`config.mk`:
```
export PLATFORM = sky130hd
export DESIGN_NAME = buffer_reader
export DESIGN_NICKNAME = d
export VERILOG_FILES = /design/src/rtl/buffer_reader_pkg.sv /design/src/rtl/buffer_reader_skid_fifo.sv /design/src/rtl/buffer_reader.sv
export SDC_FILE = /design/constraint.sdc
export NUM_CORES = 1
export LEC_CHECK = 0
export ABC_AREA = 1
export CAP_MARGIN = 20
export CORE_ASPECT_RATIO = 1.5
export CORE_MARGIN = 2
export CORE_UTILIZATION = 30
export DETAILED_ROUTE_END_ITERATION = 8
export PLACE_DENSITY = 0.46
export REMOVE_ABC_BUFFERS = 1
export SETUP_SLACK_MARGIN = 0.15
export SLEW_MARGIN = 20
export SYNTH_ARGS = -nofsm -noshare
export SYNTH_HDL_FRONTEND = slang
export SYNTH_HIERARCHICAL = 1
export SYNTH_SLANG_ARGS = --single-unit
```
`constraint.sdc`:
```
create_clock -name clk -period 2.5 [get_ports clk]
set_input_delay 0.5 -clock clk [delete_from_list [all_inputs] [get_ports clk]]
set_output_delay 0.5 -clock clk [all_outputs]
set_load 0.1 [all_outputs]
```
`src/rtl/buffer_reader_pkg.sv`:
```
// rtl/buffer_reader_pkg.sv - shared word layout and reader state encoding
package buffer_reader_pkg;

    localparam int WORD_W      = 35;
    localparam int TYPE_MSB    = 34;
    localparam int TYPE_LSB    = 32;
    localparam int PAYLOAD_MSB = 31;

    typedef enum logic [1:0] {
        IDLE  = 2'd0,
        FETCH = 2'd1,
        DRAIN = 2'd2,
        DONE  = 2'd3
    } state_e;

endpackage

```
`src/rtl/buffer_reader_skid_fifo.sv`:
```
// rtl/buffer_reader_skid_fifo.sv - first-word-fall-through holding FIFO for returned buffer words
module reader_skid_fifo #(
    parameter int DEPTH = 4,
    parameter int WIDTH = 35,
    localparam int AW = $clog2(DEPTH)
) (
    input  logic             clk,
    input  logic             rst_n,
    input  logic             push_i,
    input  logic [WIDTH-1:0] push_data_i,
    input  logic             pop_i,
    output logic [WIDTH-1:0] head_o,
    output logic             empty_o,
    output logic [AW:0]      count_o
);

    logic [WIDTH-1:0] mem_q [DEPTH];
    logic [AW-1:0]    wr_ptr_q;
    logic [AW-1:0]    rd_ptr_q;
    logic [AW:0]      count_q;
    logic [AW:0]      count_d;
    logic             pop_ok;

    // Overflow is prevented upstream by the credit check, so push is never gated here.
    assign pop_ok = pop_i && (count_q != '0);

    always_comb begin
        count_d = count_q;
        if (push_i && !pop_ok) begin
            count_d = count_q + (AW+1)'(1);
        end else if (!push_i && pop_ok) begin
            count_d = count_q - (AW+1)'(1);
        end
    end

    always_ff @(posedge clk or negedge rst_n) begin
        if (!rst_n) begin
            for (int i = 0; i < DEPTH; i++) begin
                mem_q[i] <= '0;
            end
            wr_ptr_q <= '0;
            rd_ptr_q <= '0;
            count_q  <= '0;
        end else begin
            if (push_i) begin
                mem_q[wr_ptr_q] <= push_data_i;
                wr_ptr_q        <= wr_ptr_q + AW'(1);
            end
            if (pop_ok) begin
                rd_ptr_q <= rd_ptr_q + AW'(1);
            end
            count_q <= count_d;
        end
    end

    assign head_o  = mem_q[rd_ptr_q];
    assign empty_o = (count_q == '0);
    assign count_o = count_q;

endmodule

```
`src/rtl/buffer_reader.sv`:
```
// rtl/buffer_reader.sv - pull-side drain of the shift-register buffer with skid FIFO and flush
module buffer_reader #(
    parameter int WORD_W       = 35,
    parameter int READ_LATENCY = 1,
    parameter int SKID_DEPTH   = 4,
    parameter int CNT_W        = 8
) (
    input  logic              clk,
    input  logic              reset,
    input  logic              buf_empty,
    input  logic [WORD_W-1:0] in_data,
    output logic              next_ready,
    output logic              out_valid,
    input  logic              out_ready,
    output logic [2:0]        out_type,
    output logic [31:0]       out_payload,
    input  logic              flush,
    output logic              flush_done,
    output logic [CNT_W-1:0]  bubble_count
);
    import buffer_reader_pkg::*;

    localparam int FC_W  = $clog2(SKID_DEPTH) + 1;
    localparam int SUM_W = FC_W + 1;

    state_e              state_q, state_d;
    logic [READ_LATENCY-1:0] pipe_q, pipe_d;
    logic [CNT_W-1:0]    bubble_q, bubble_d;
    logic [FC_W-1:0]     fifo_count;
    logic [FC_W-1:0]     inflight_count;
    logic [WORD_W-1:0]   head;
    logic                fifo_empty;
    logic                ret;
    logic                push;
    logic                credit_ok;

    assign ret            = pipe_q[READ_LATENCY-1];
    assign push           = ret && (in_data != '0);
    assign inflight_count = FC_W'($countones(pipe_q));
    // Outstanding requests reserve a slot, so a returning word can never overflow the FIFO.
    assign credit_ok = (SUM_W'(fifo_count) + SUM_W'(inflight_count)) < SUM_W'(SKID_DEPTH);

    always_comb begin
        pipe_d    = pipe_q << 1;
        pipe_d[0] = next_ready;
    end

    always_comb begin
        bubble_d = bubble_q;
        if (ret && (in_data == '0) && (bubble_q != '1)) begin
            bubble_d = bubble_q + CNT_W'(1);
        end
    end

    always_comb begin
        state_d    = state_q;
        next_ready = 1'b0;
        flush_done = 1'b0;
        case (state_q)
            IDLE: begin
                if (flush) begin
                    state_d = DRAIN;
                end else if (!buf_empty) begin
                    state_d = FETCH;
                end
            end
            FETCH: begin
                // flush gates the pull combinationally so no new request leaves in the flush cycle
                next_ready = !flush && !buf_empty && credit_ok;
                if (flush) begin
                    state_d = DRAIN;
                end else if (buf_empty && (inflight_count == '0)) begin
                    state_d = IDLE;
                end
            end
            DRAIN: begin
                if ((inflight_count == '0) && fifo_empty) begin
                    flush_done = 1'b1;
                    state_d    = DONE;
                end
            end
            DONE: begin
                if (!flush) begin
                    state_d = IDLE;
                end
            end
            default: state_d = IDLE;
        endcase
    end

    always_ff @(posedge clk or negedge reset) begin
        if (!reset) begin
            state_q  <= IDLE;
            pipe_q   <= '0;
            bubble_q <= '0;
        end else begin
            state_q  <= state_d;
            pipe_q   <= pipe_d;
            bubble_q <= bubble_d;
        end
    end

    reader_skid_fifo #(
        .DEPTH (SKID_DEPTH),
        .WIDTH (WORD_W)
    ) u_fifo (
        .clk         (clk),
        .rst_n       (reset),
        .push_i      (push),
        .push_data_i (in_data),
        .pop_i       (out_valid && out_ready),
        .head_o      (head),
        .empty_o     (fifo_empty),
        .count_o     (fifo_count)
    );

    assign out_valid    = !fifo_empty;
    assign out_type     = out_valid ? head[TYPE_MSB:TYPE_LSB] : 3'd0;
    assign out_payload  = out_valid ? head[PAYLOAD_MSB:0] : 32'd0;
    assign bubble_count = bubble_q;

endmodule

```
* Word level (Yosys, flattened, before mapping)
Index checks and enable logic that the tools add are counted.
Widths: inputs -> output; s select.
** Cells by class
- Equality and inequality tests :: 8
- $lt $le $gt $ge :: 4
- Bitwise logic cells :: 2
- Multiplexer cells :: 20
- Reductions and logical operators :: 25
- Add/sub/neg operators :: 6
** Operator list (count)
- $bwmux 140 :: 1
- $mux 35 :: 3
- $bmux 35 s2 :: 1
- $demux 35 s2 :: 1
- $logic_not 35->1 :: 1
- $reduce_bool 35->1 :: 1
- $mux 32 :: 1
- $logic_and 1x1->1 :: 12
- $mux 2 :: 6
- $mux 3 :: 3
- $add 8x1->8 const B :: 1
- $ne 8x8->1 const B :: 1
- $pmux 2 s4 :: 1
- $ge 3x3->1 const B :: 2
- $logic_not 3->1 :: 2
- $ne 3x3->1 const B :: 2
- $not 2->3 :: 2
- $logic_not 1->1 :: 5
- $add 2x1->2 const B :: 2
- $add 3x1->4 :: 1
- $eq 2x2->1 const B :: 2
- $lt 4x3->1 const B :: 1
- $ne 2x2->1 const B :: 2
- $reduce_and 4->1 :: 1
- 8 further kinds :: 10
** Storage, ports and cells
- Bits of input ports :: 40
- Flip-flop bits (word level) :: 158
- Logic and storage cells :: 75

* Depth between registers and ports, before layout
Gate-level depths: netlist (run 1).
- Word-level depth :: 7
- Mapped depth :: 15

* Cells and area by module
Netlist (run 1), hierarchy kept.
** By module, submodules not included
- reader_skid_fifo :: cells each 802, times used 1, area each 6792.8 µm²
- buffer_reader :: cells each 197, times used 1, area each 1111.1 µm²

* Worst setup path before layout (run 1)
No wires, ideal clock.
- Kind :: reg2out
- Start :: register u_fifo.count_q[0] (netlist: u_fifo/count_o[0])
- End :: output next_ready
- Arrival :: 3.533 ns
- Buffers on the path :: 0
- Slack :: -1.533 ns
- Cell stages (with the launch flop) :: 3
- Path through :: dfrtp_1 -> a31o_2 -> nor4_1
** On the way
- Word-level cells in the longest chain between the ends :: 4
** Ends and longest elaborated chain
- start: declaration :: line buffer_reader_skid_fifo.sv:20 : logic [AW:0] count_q;
- start signal: assignment :: line buffer_reader_skid_fifo.sv:52 : count_q <= count_d;
- $add 3x1->4 :: line buffer_reader.sv:41 : assign credit_ok = (SUM_W'(fifo_count) + SUM_W'(inflight_count)) < SUM_W'(SKID_DEPTH);
- $lt 4x3->1 :: line buffer_reader.sv:41
- $logic_and 1x1->1 :: line buffer_reader.sv:69 : next_ready = !flush && !buf_empty && credit_ok;
- $mux 1 :: line buffer_reader.sv:59 : case (state_q)
- end: declaration :: line buffer_reader.sv:12 : output logic next_ready,
No other way between the ends.

* Final worst setup path (run 1)
- Start :: register u_fifo.rd_ptr_q[0]
- End :: output out_payload[30]
** On the way
- Word-level cells in the longest chain between the ends :: 5
** Ends and longest elaborated chain
- start: declaration :: line buffer_reader_skid_fifo.sv:19 : logic [AW-1:0] rd_ptr_q;
- start signal: assignment :: line buffer_reader_skid_fifo.sv:50 : rd_ptr_q <= rd_ptr_q + AW'(1);
- $not 2->3 (not written as such) :: line buffer_reader_skid_fifo.sv:56 : assign head_o = mem_q[rd_ptr_q];
- $bmux 35 s2 :: line buffer_reader_skid_fifo.sv:56
- $mux 35 (not written as such) (2 in series) :: line buffer_reader_skid_fifo.sv:56
- net head[30] :: line buffer_reader.sv:31 : logic [WORD_W-1:0] head;
- $mux 32 :: line buffer_reader.sv:119 : assign out_payload = out_valid ? head[PAYLOAD_MSB:0] : 32'd0;
- end: declaration :: line buffer_reader.sv:16 : output logic [31:0] out_payload,
The timed path passes the listed nets, and every way through them passes these cells. The select of a mux whose other input is x is not followed.

==> metrics.yaml, run 1 <==
grtUsageTotal_pct: 15.9
final_cells: 1461
detail-route-antenna-nets: 0
setup_ws_ns: 0.149
postSynthAreaPerCell_um2: 7.91
period_needed_ns: 2.35
synth_adder_area_share_pct: 1.20
dieHeight_um: 203
grt_max_degree: 48
postPlaceCellArea_mm2: 0.00980
powerDensity_mw_per_mm2: 1470
port_buffers: 85
r2r-start: "u_fifo/count_o[0]$_DFFE_PN0P_"
htreeDepth: 4
setup.worst_path.end_class: "output port"
area_delta_synth_final_pct: 37.8
arrival_ns: 1.85
rows: 72
grt_pass1_wl_um: 34200
grt_overflow_total: 0
path_clk_slew_ns: 0.06
crit_path_start_kind: "register"
cts_tree: "done"
ir_worst_vdd_mv: 1.14
root_buffer: "clkbuf_16"
nets: 1163
dp_slack_ns: -0.387
slew_violations: 0
yosys.area_share.simple_pct: 20.1
fmax_ghz: 0.425
reg2reg_slack_ns: 0.37
dieArea_mm2: 0.0277
utilization_pct: 42.1
clk_latency_ns: 0.43
worstPathMaxFanout: 10
synth-compound-area-share_pct: 16.1
drtPass1Iterations: 5
initialDrtViolationCount: 353
crit_required_ns: 2.00
numCtsBuffers: 17
period_share_pct: 94.0
hpwl_um: 13400
synth.distinct_cells: 32
design.core.area_mm2: 0.0259
synth_cells: 999
dp_cells: 1415
cts_buffer_depth: 2
fin_skew_ns: 0.00625
status: "complete, no violations"
start_util_pct: 30.6
tightest_slew_ns: 0.503
worst_r2r_endpoint: "u_fifo/count_o[2]$_DFFE_PN0P_"
synth_xor_area_share_pct: 0.554
crit_type: "register to output port"
first_global_vias: 6536
synth-seq-area-share_pct: 50.0
hp-class: "input port to async pin"
dr_total_vias: 6585
synth_top_family_by_area: "simple AND/OR/NAND/NOR gates"
gp_congestion: 0.738
drcViolationCount: 0
wl_per_cell_um: 14.4
antenna_found_initial: 0
cts_sinks: 158
die_w_um: 137
setup_viol: 0
fin_area_mm2: 0.0109
finalHoldViolCount: 0
drive_above_1_share_pct: 18.6
cap_viol_max_count: 0
synth_seq_cells: 158
netlist_area_mm2: 0.00790
power_leakage_nw: 5.29
slew_headroom_pct: 66.5
wl_um: 21100
antenna_cells: 0
synth.mux.area_fraction_pct: 0
vias_per_cell: 4.51
ys_warn_count: 6
hold_slack_ns: 0.0185
rsz0062_at_grt: "true"
r2r_cells: 13
pin_count: 86
-- worst max-delay path, stage by stage, from the launching register on --
cell and delay [ns]:
dfrtp_2 0.47, inv_8 0.16, buf_4 0.19, o211ai_1 0.09
nand2_1 0.08, inv_1 0.05, nor2_2 0.17, buf_12 0.20
-- repair_timing --
action | in CTS | in global routing
hold endpoints to repair | 0 | 0
pin swaps | 2 | 8
cloned | 1 | 6
hold buffers | 0 | 0
buffers inserted | 4 | 4
gates resized for setup | 23 | 44
setup endpoints to repair | 38 | 38
-- cells in the final DEF, fill, tap and decap left out, types with 2 or more instances in the layout --
cell type        instances
nand2_1                296
inv_1                  158
dfrtp_1                156
o21ai_1                140
o211ai_1                68
buf_12                  53
buf_4                   49
nor2_2                  38
clkdlybuf4s50_1         38
nor2_1                  25
clkbuf_16               22
nand4_1                 11
nand2_2                  7
nand3_1                  6
bufinv_16                6
ha_1                     5
inv_2                    4
xor2_1                   4
o21ai_0                  3
clkinv_2                 3
clkbuf_8                 3
buf_16                   3
buf_8                    3
nand3b_1                 2
nand3_2                  2
a31o_2                   2
inv_8                    2
buf_6                    2
o211ai_2                 2
dfrtp_2                  2
-- worst max path at each step --
| stage | from | endpoint | slack [ns] | cells after the start |
|---|---|---|---|---|
| detailed placement | in_data[7] | u_fifo/count_o[1]$_DFFE_PN0P_ | -0.39 | 13 |
| global placement | in_data[5] | u_fifo/count_o[1]$_DFFE_PN0P_ | -0.36 | 13 |
| global route | u_fifo/rd_ptr_q[0]$_DFFE_PN0P_ | out_payload[30] | 0.06 | 7 |
| CTS | u_fifo/rd_ptr_q[0]$_DFFE_PN0P_ | out_type[1] | 0.09 | 8 |
| floorplan | u_fifo/count_o[0]$_DFFE_PN0P_ | flush_done | -2.06 | 5 |
| finish | u_fifo/rd_ptr_q[0]$_DFFE_PN0P_ | out_payload[30] | 0.15 | 7 |
-- report_power, final --
part / switching [mW] / total, mW / internal, mW
clock: 1.03 / 2.97 / 1.94
sequential: 0.476 / 3.89 / 3.42
combinational: 5.79 / 9.11 / 3.32
-- cell type report --
cell class              instances  area (um2)
clock buffers                  20         467
repair inverters                1        11.3
clock inverters                11         211
multi-input cells             622        3120
repair buffers                153        2080
fillers                      2639       15000
well taps                     333         417
flip-flops and latches        158        3960
inverters                     163         619
-- through the flow --
stage          TNS, ns  power, mW
2_1_floorplan   -41.67       9.27
3_3_place_gp    -23.73       12.3
3_5_place_dp    -26.62       12.3
4_1_cts              0       15.6
5_1_grt              0       17.0
6_report             0       16.0
-- registers in the layout (all words and copies together) (netlist names) --
signal and flops:
bubble_count 8, pipe_q 1, state_q 2, u_fifo/count_o 3, u_fifo/mem_q 140, u_fifo/rd_ptr_q 2
u_fifo/wr_ptr_q 2
-- synthesized netlist by cell type, drive strengths merged --
cell	n	area, um2
ha	6	75.1
a211oi	1	7.51
fa	1	20.0
a31o	2	17.5
nand3b	2	15.0
nand4	12	90.1
nor3	2	10.0
nand3	9	62.6
nor2	64	253
clkbuf	4	15.0
and2	1	6.26
dfrtp	158	3950
xor2	4	35.0
o211ai	70	536
inv	163	612
nor4	1	6.26
nand2	303	1150
xnor2	1	8.76
o21ai	143	716
buf	52	318
-- routing by layer --
metal / track usage, % / up-vias / wire length (um)
met2: 27.6 / 82 / 10900
met1: 19.9 / 3087 / 9360
met5: 0 / - / 0
met3: 2.97 / 14 / 517
met4: 4.58 / 0 / 269
li1: - / 3402 / -
-- logic make-up (layout without fill, tap and decap cells) --
family                   after synthesis  after routing
adder cells (fa/ha/maj)                7              7
flip-flops                           158            158
buffers and inverters                219            348
AO/OA/AOI/OAI                        216            216
XOR/XNOR                               5              5
AND/OR/NAND/NOR                      394            394
Power figures use the tool's default switching activity.
==> inputs of run 2 (changes only) <==
- SLEW_MARGIN: 20 -> not set
==> results of run 2 <==
Same layout as run 1: the final DEF is identical, and so are final timing and power.
==> variant 1: new RTL, settings of run 2 <==
Encoding of `state_e`: now one-hot (4 bits for 4 states).
--- a/src/rtl/buffer_reader_pkg.sv
+++ b/src/rtl/buffer_reader_pkg.sv
@@ -8,7 +8,7 @@
 
-    typedef enum logic [1:0] {
-        IDLE  = 2'd0,
-        FETCH = 2'd1,
-        DRAIN = 2'd2,
-        DONE  = 2'd3
+    typedef enum logic [3:0] {
+        IDLE  = 4'b0001,
+        FETCH = 4'b0010,
+        DRAIN = 4'b0100,
+        DONE  = 4'b1000
     } state_e;
Formal check against the unedited RTL: no difference found for any inputs over 4 cycles, from zero or initial values and one cycle with reset low; so few cycles prove little.
==> variant 1 against run 2 <==
Clock power fell by 16%; area after synthesis rose by 1.1%; worst setup slack gained 0.037 ns; design area fell by 0.41%; sequential cell count increased by 2; power decreased by 9.0%; routed wire length rose by 0.89%; count of clock-buffer cells in the layout up 5; core utilization is 1.0 points lower; critical endpoint is now out_payload[22]; largest cell class unchanged; largest power group unchanged; highest routed layer unchanged.
==> variant 1: results <==
{
  "grtUsageTotal": 0.163,
  "fill_cells": 2704,
  "r2r-end": "u_fifo/count_o[1]",
  "synth.area.top_cells": "dfrtp_1 50%, nand2_1 14%, o21ai_1 8.8%, inv_1 7.5%, o211ai_1 6.4%",
  "ctsLongestPathBuffers": 2,
  "crit_path_max_fanout": 22,
  "fin_worst_skew_ns": 0.00593,
  "reg2reg_from": "u_fifo/count_o[2]",
  "wl_met2_um": 10500,
  "post_drt_via_cell_ratio": 4.56,
  "placed_cell_area_sq_um": 9870,
  "slew-limit-headroom": 0.650,
  "htree_num_levels": 4,
  "wl_per_cell_um": 14.3,
  "worst-endpoint-arrival_ns": 1.81,
  "place.gp.congestion": 0.724,
  "p_leak_uw": 0.00518,
  "grt_pass1_wl_um": 35100,
  "synthTopCellsByCount": "302 x nand2_1, 159 x dfrtp_1, 159 x inv_1",
  "worstSkewPairLatency_ns": 0.43,
  "final_cells": 1481,
  "power.share.combinational": 0.587,
  "synthFlopType": "dfrtp_1",
  "grt_start_max_net_pins": 54,
  "finalPower_uw": 14500,
  "dp.cells": 1434,
  "p_clk_frac": 0.172,
  "drt_iter0_markers": 329,
  "met1_length_um": 9770,
  "power_switching_uw": 6830,
  "critPathLaunch": "u_fifo/rd_ptr_q[0]",
  "async_reset_ff_frac": 1.00,
  "wl_met3_um": 580,
  "reg2reg_slack_ns": 0.37,
  "nets": 1179,
  "holdWs_ns": 0.0314,
  "syn_area_per_cell_sq_um": 7.91,
  "grt_pass1_vias": 6624,
  "ys_seq_area_frac": 0.501,
  "dpl.hpwl_um": 13400,
  "cts_setup_buffers": 9,
  "worst_ir_drop_vdd_mv": 1.15,
  "reg2regPathDepth": 11,
  "status": "completed",
  "cts_resized": 38,
  "synth.distinct_cells": 31,
  "antenna_found_initial": 0,
  "place_ws_ns": -0.222,
  "drive_gt1_frac": 0.184
}
## variant 1: logic make-up after synthesis
family / after synthesis / synth area share
buffers and inverters: 217 / 0.118
AND/OR/NAND/NOR: 403 / 0.203
XOR/XNOR: 6 / 0.00657
AO/OA/AOI/OAI: 217 / 0.160
flip-flops: 160 / 0.501
adder cells (fa/ha/maj): 7 / 0.0119
## variant 1: cell type report
| class | instances | area (sq um) | area share |
|---|---|---|---|
| Timing Repair Buffer | 157 | 2010 | 0.186 |
| Timing Repair inverter | 2 | 15.0 | 0.00138 |
| Sequential cell | 160 | 4010 | 0.369 |
| Tap cell | 337 | 422 | 0.0389 |
| Clock inverter | 6 | 55.1 | 0.00508 |
| Multi-Input combinational cell | 633 | 3210 | 0.296 |
| Inverter | 161 | 616 | 0.0568 |
| Clock buffer | 25 | 505 | 0.0466 |
## variant 1: worst reg2reg max path, stage by stage (launching register included)
cell and delay [ns]:
dfrtp_1 0.37, inv_1 0.07, nand2_2 0.10, clkinvlp_4 0.16, buf_4 0.17, nor2_1 0.19, nand2_1 0.13, ha_1 0.21
inv_1 0.09, fa_1 0.41, nand2_1 0.08, nand2_1 0.05
## variant 1: worst max-delay path by stage
| stage | to | slack [ns] |
|---|---|---|
| 6_report | out_payload[22] | 0.19 |
| 3_3_place_gp | u_fifo/count_o[1] | -0.18 |
| 5_1_grt | out_payload[22] | 0.1 |
| 2_1_floorplan | next_ready | -1.62 |
| 4_1_cts | out_payload[6] | 0.10 |
| 3_5_place_dp | u_fifo/count_o[1] | -0.22 |
## variant 1: per-layer routing
layer / up-vias / global-route usage
met2: 96 / 0.274
met1: 3195 / 0.210
met4: 0 / 0.0512
met5: - / 0
li1: 3443 / -
met3: 20 / 0.0283
==> variant 2: new RTL, flow settings as in run 2 <==
Without the edit above. Reset style: synchronous (`reset` and `rst_n`), changed in 2 clocked blocks.
--- a/src/rtl/buffer_reader_skid_fifo.sv
+++ b/src/rtl/buffer_reader_skid_fifo.sv
@@ -35,3 +35,3 @@
 
-    always_ff @(posedge clk or negedge rst_n) begin
+    always_ff @(posedge clk) begin
         if (!rst_n) begin
--- a/src/rtl/buffer_reader.sv
+++ b/src/rtl/buffer_reader.sv
@@ -90,3 +90,3 @@
 
-    always_ff @(posedge clk or negedge reset) begin
+    always_ff @(posedge clk) begin
         if (!reset) begin
Formal check against the unedited RTL: differs if reset is asserted again (counterexample within 4 cycles, from zero or initial values and one cycle with reset low); with reset held inactive, the same outputs for 4 cycles.
==> variant 2 against run 2 <==
Sequential share of layout area grew 6.5 points; area after synthesis down 1.2%; critical path depth is the same; core utilization fell by 0.19 points; worst setup slack better by 0.021 ns; final cell count down 9.7%; design area is 1.1% lower; first-iteration DRC count decreased by 22%; hold slack better by 0.47 ns; via count decreased by 8.1%; routed wire length down 2.1%; sequential cell count up 2; largest cell class unchanged.
Power is not compared: it rests on default switching activity, and its combinational part moved more than twofold at a synthesized area within 25%.
==> variant 2: results <==
{
  "status": "completed",
  "via_count": 6051,
  "worst-endpoint-arrival_ns": 1.83,
  "synth-xor-area-share": 0.00448,
  "async_reset_ff_frac": 0,
  "wl_um": 20600,
  "place.gp.congestion": 0.770,
  "nets": 1016,
  "grt_use_met2": 0.283,
  "synth.area.top_cells": "edfxtp_1 54%, nor2_1 12%, inv_1 6.8%, dfxtp_1 5.1%, o21ai_0 4.7%",
  "drt_iter0_markers": 275,
  "grtUsageTotal": 0.156,
  "met1_usage": 0.181,
  "cts_resized": 41,
  "crit_path_top_delay_cell": "dfxtp_4",
  "grt_util_met3": 0.0317,
  "synthTopCellsByCount": "258 x nor2_1, 142 x inv_1, 140 x edfxtp_1",
  "cts_setup_buffers": 0,
  "met1_length_um": 8510,
  "grt_start_max_net_pins": 36,
  "synthFlopType": "edfxtp_1",
  "synth_fa_ha_area_frac": 0.00577,
  "reg2reg_from": "u_fifo/count_o[1]",
  "grt_pass1_vias": 6270,
  "wl_met3_um": 679,
  "synth.distinct_cells": 29,
  "ys_seq_area_frac": 0.589,
  "reg2regPathDepth": 14,
  "firstDrtPassIters": 4,
  "grt_pass1_wl_um": 32700
}
[variant 2: final timing paths]
path,slack [ns],endpoint
max,0.17,out_payload[7]
min,0.49,u_fifo/mem_q[0][14]
max reg2reg,0.49,u_fifo/count_o[2]
min reg2reg,0.50,register
[variant 2: critical path: cells and delay by family, from the launching register on]
kind	cells	cell delay (ns)
AOI/OAI and AO/OA	2	0.30
and+or+nand+nor	1	0.13
buffers and inverters	4	0.56
DFF	1	0.41
[variant 2: layout make-up]
class,instances,area [sq um]
Tap cell,333,417
Clock inverter,7,50.0
Sequential cell,160,4610
Clock buffer,25,528
Multi-Input combinational cell,496,2600
Timing Repair Buffer,150,2000
Inverter,148,563
Fill cell,2550,14900
[variant 2: through the flow]
stage	instances	instance area, sq um
2_1_floorplan	804	7600
3_3_place_gp	1284	9890
3_5_place_dp	1284	9890
4_1_cts	1317	10600
5_1_grt	1319	10800
6_report	1319	10800
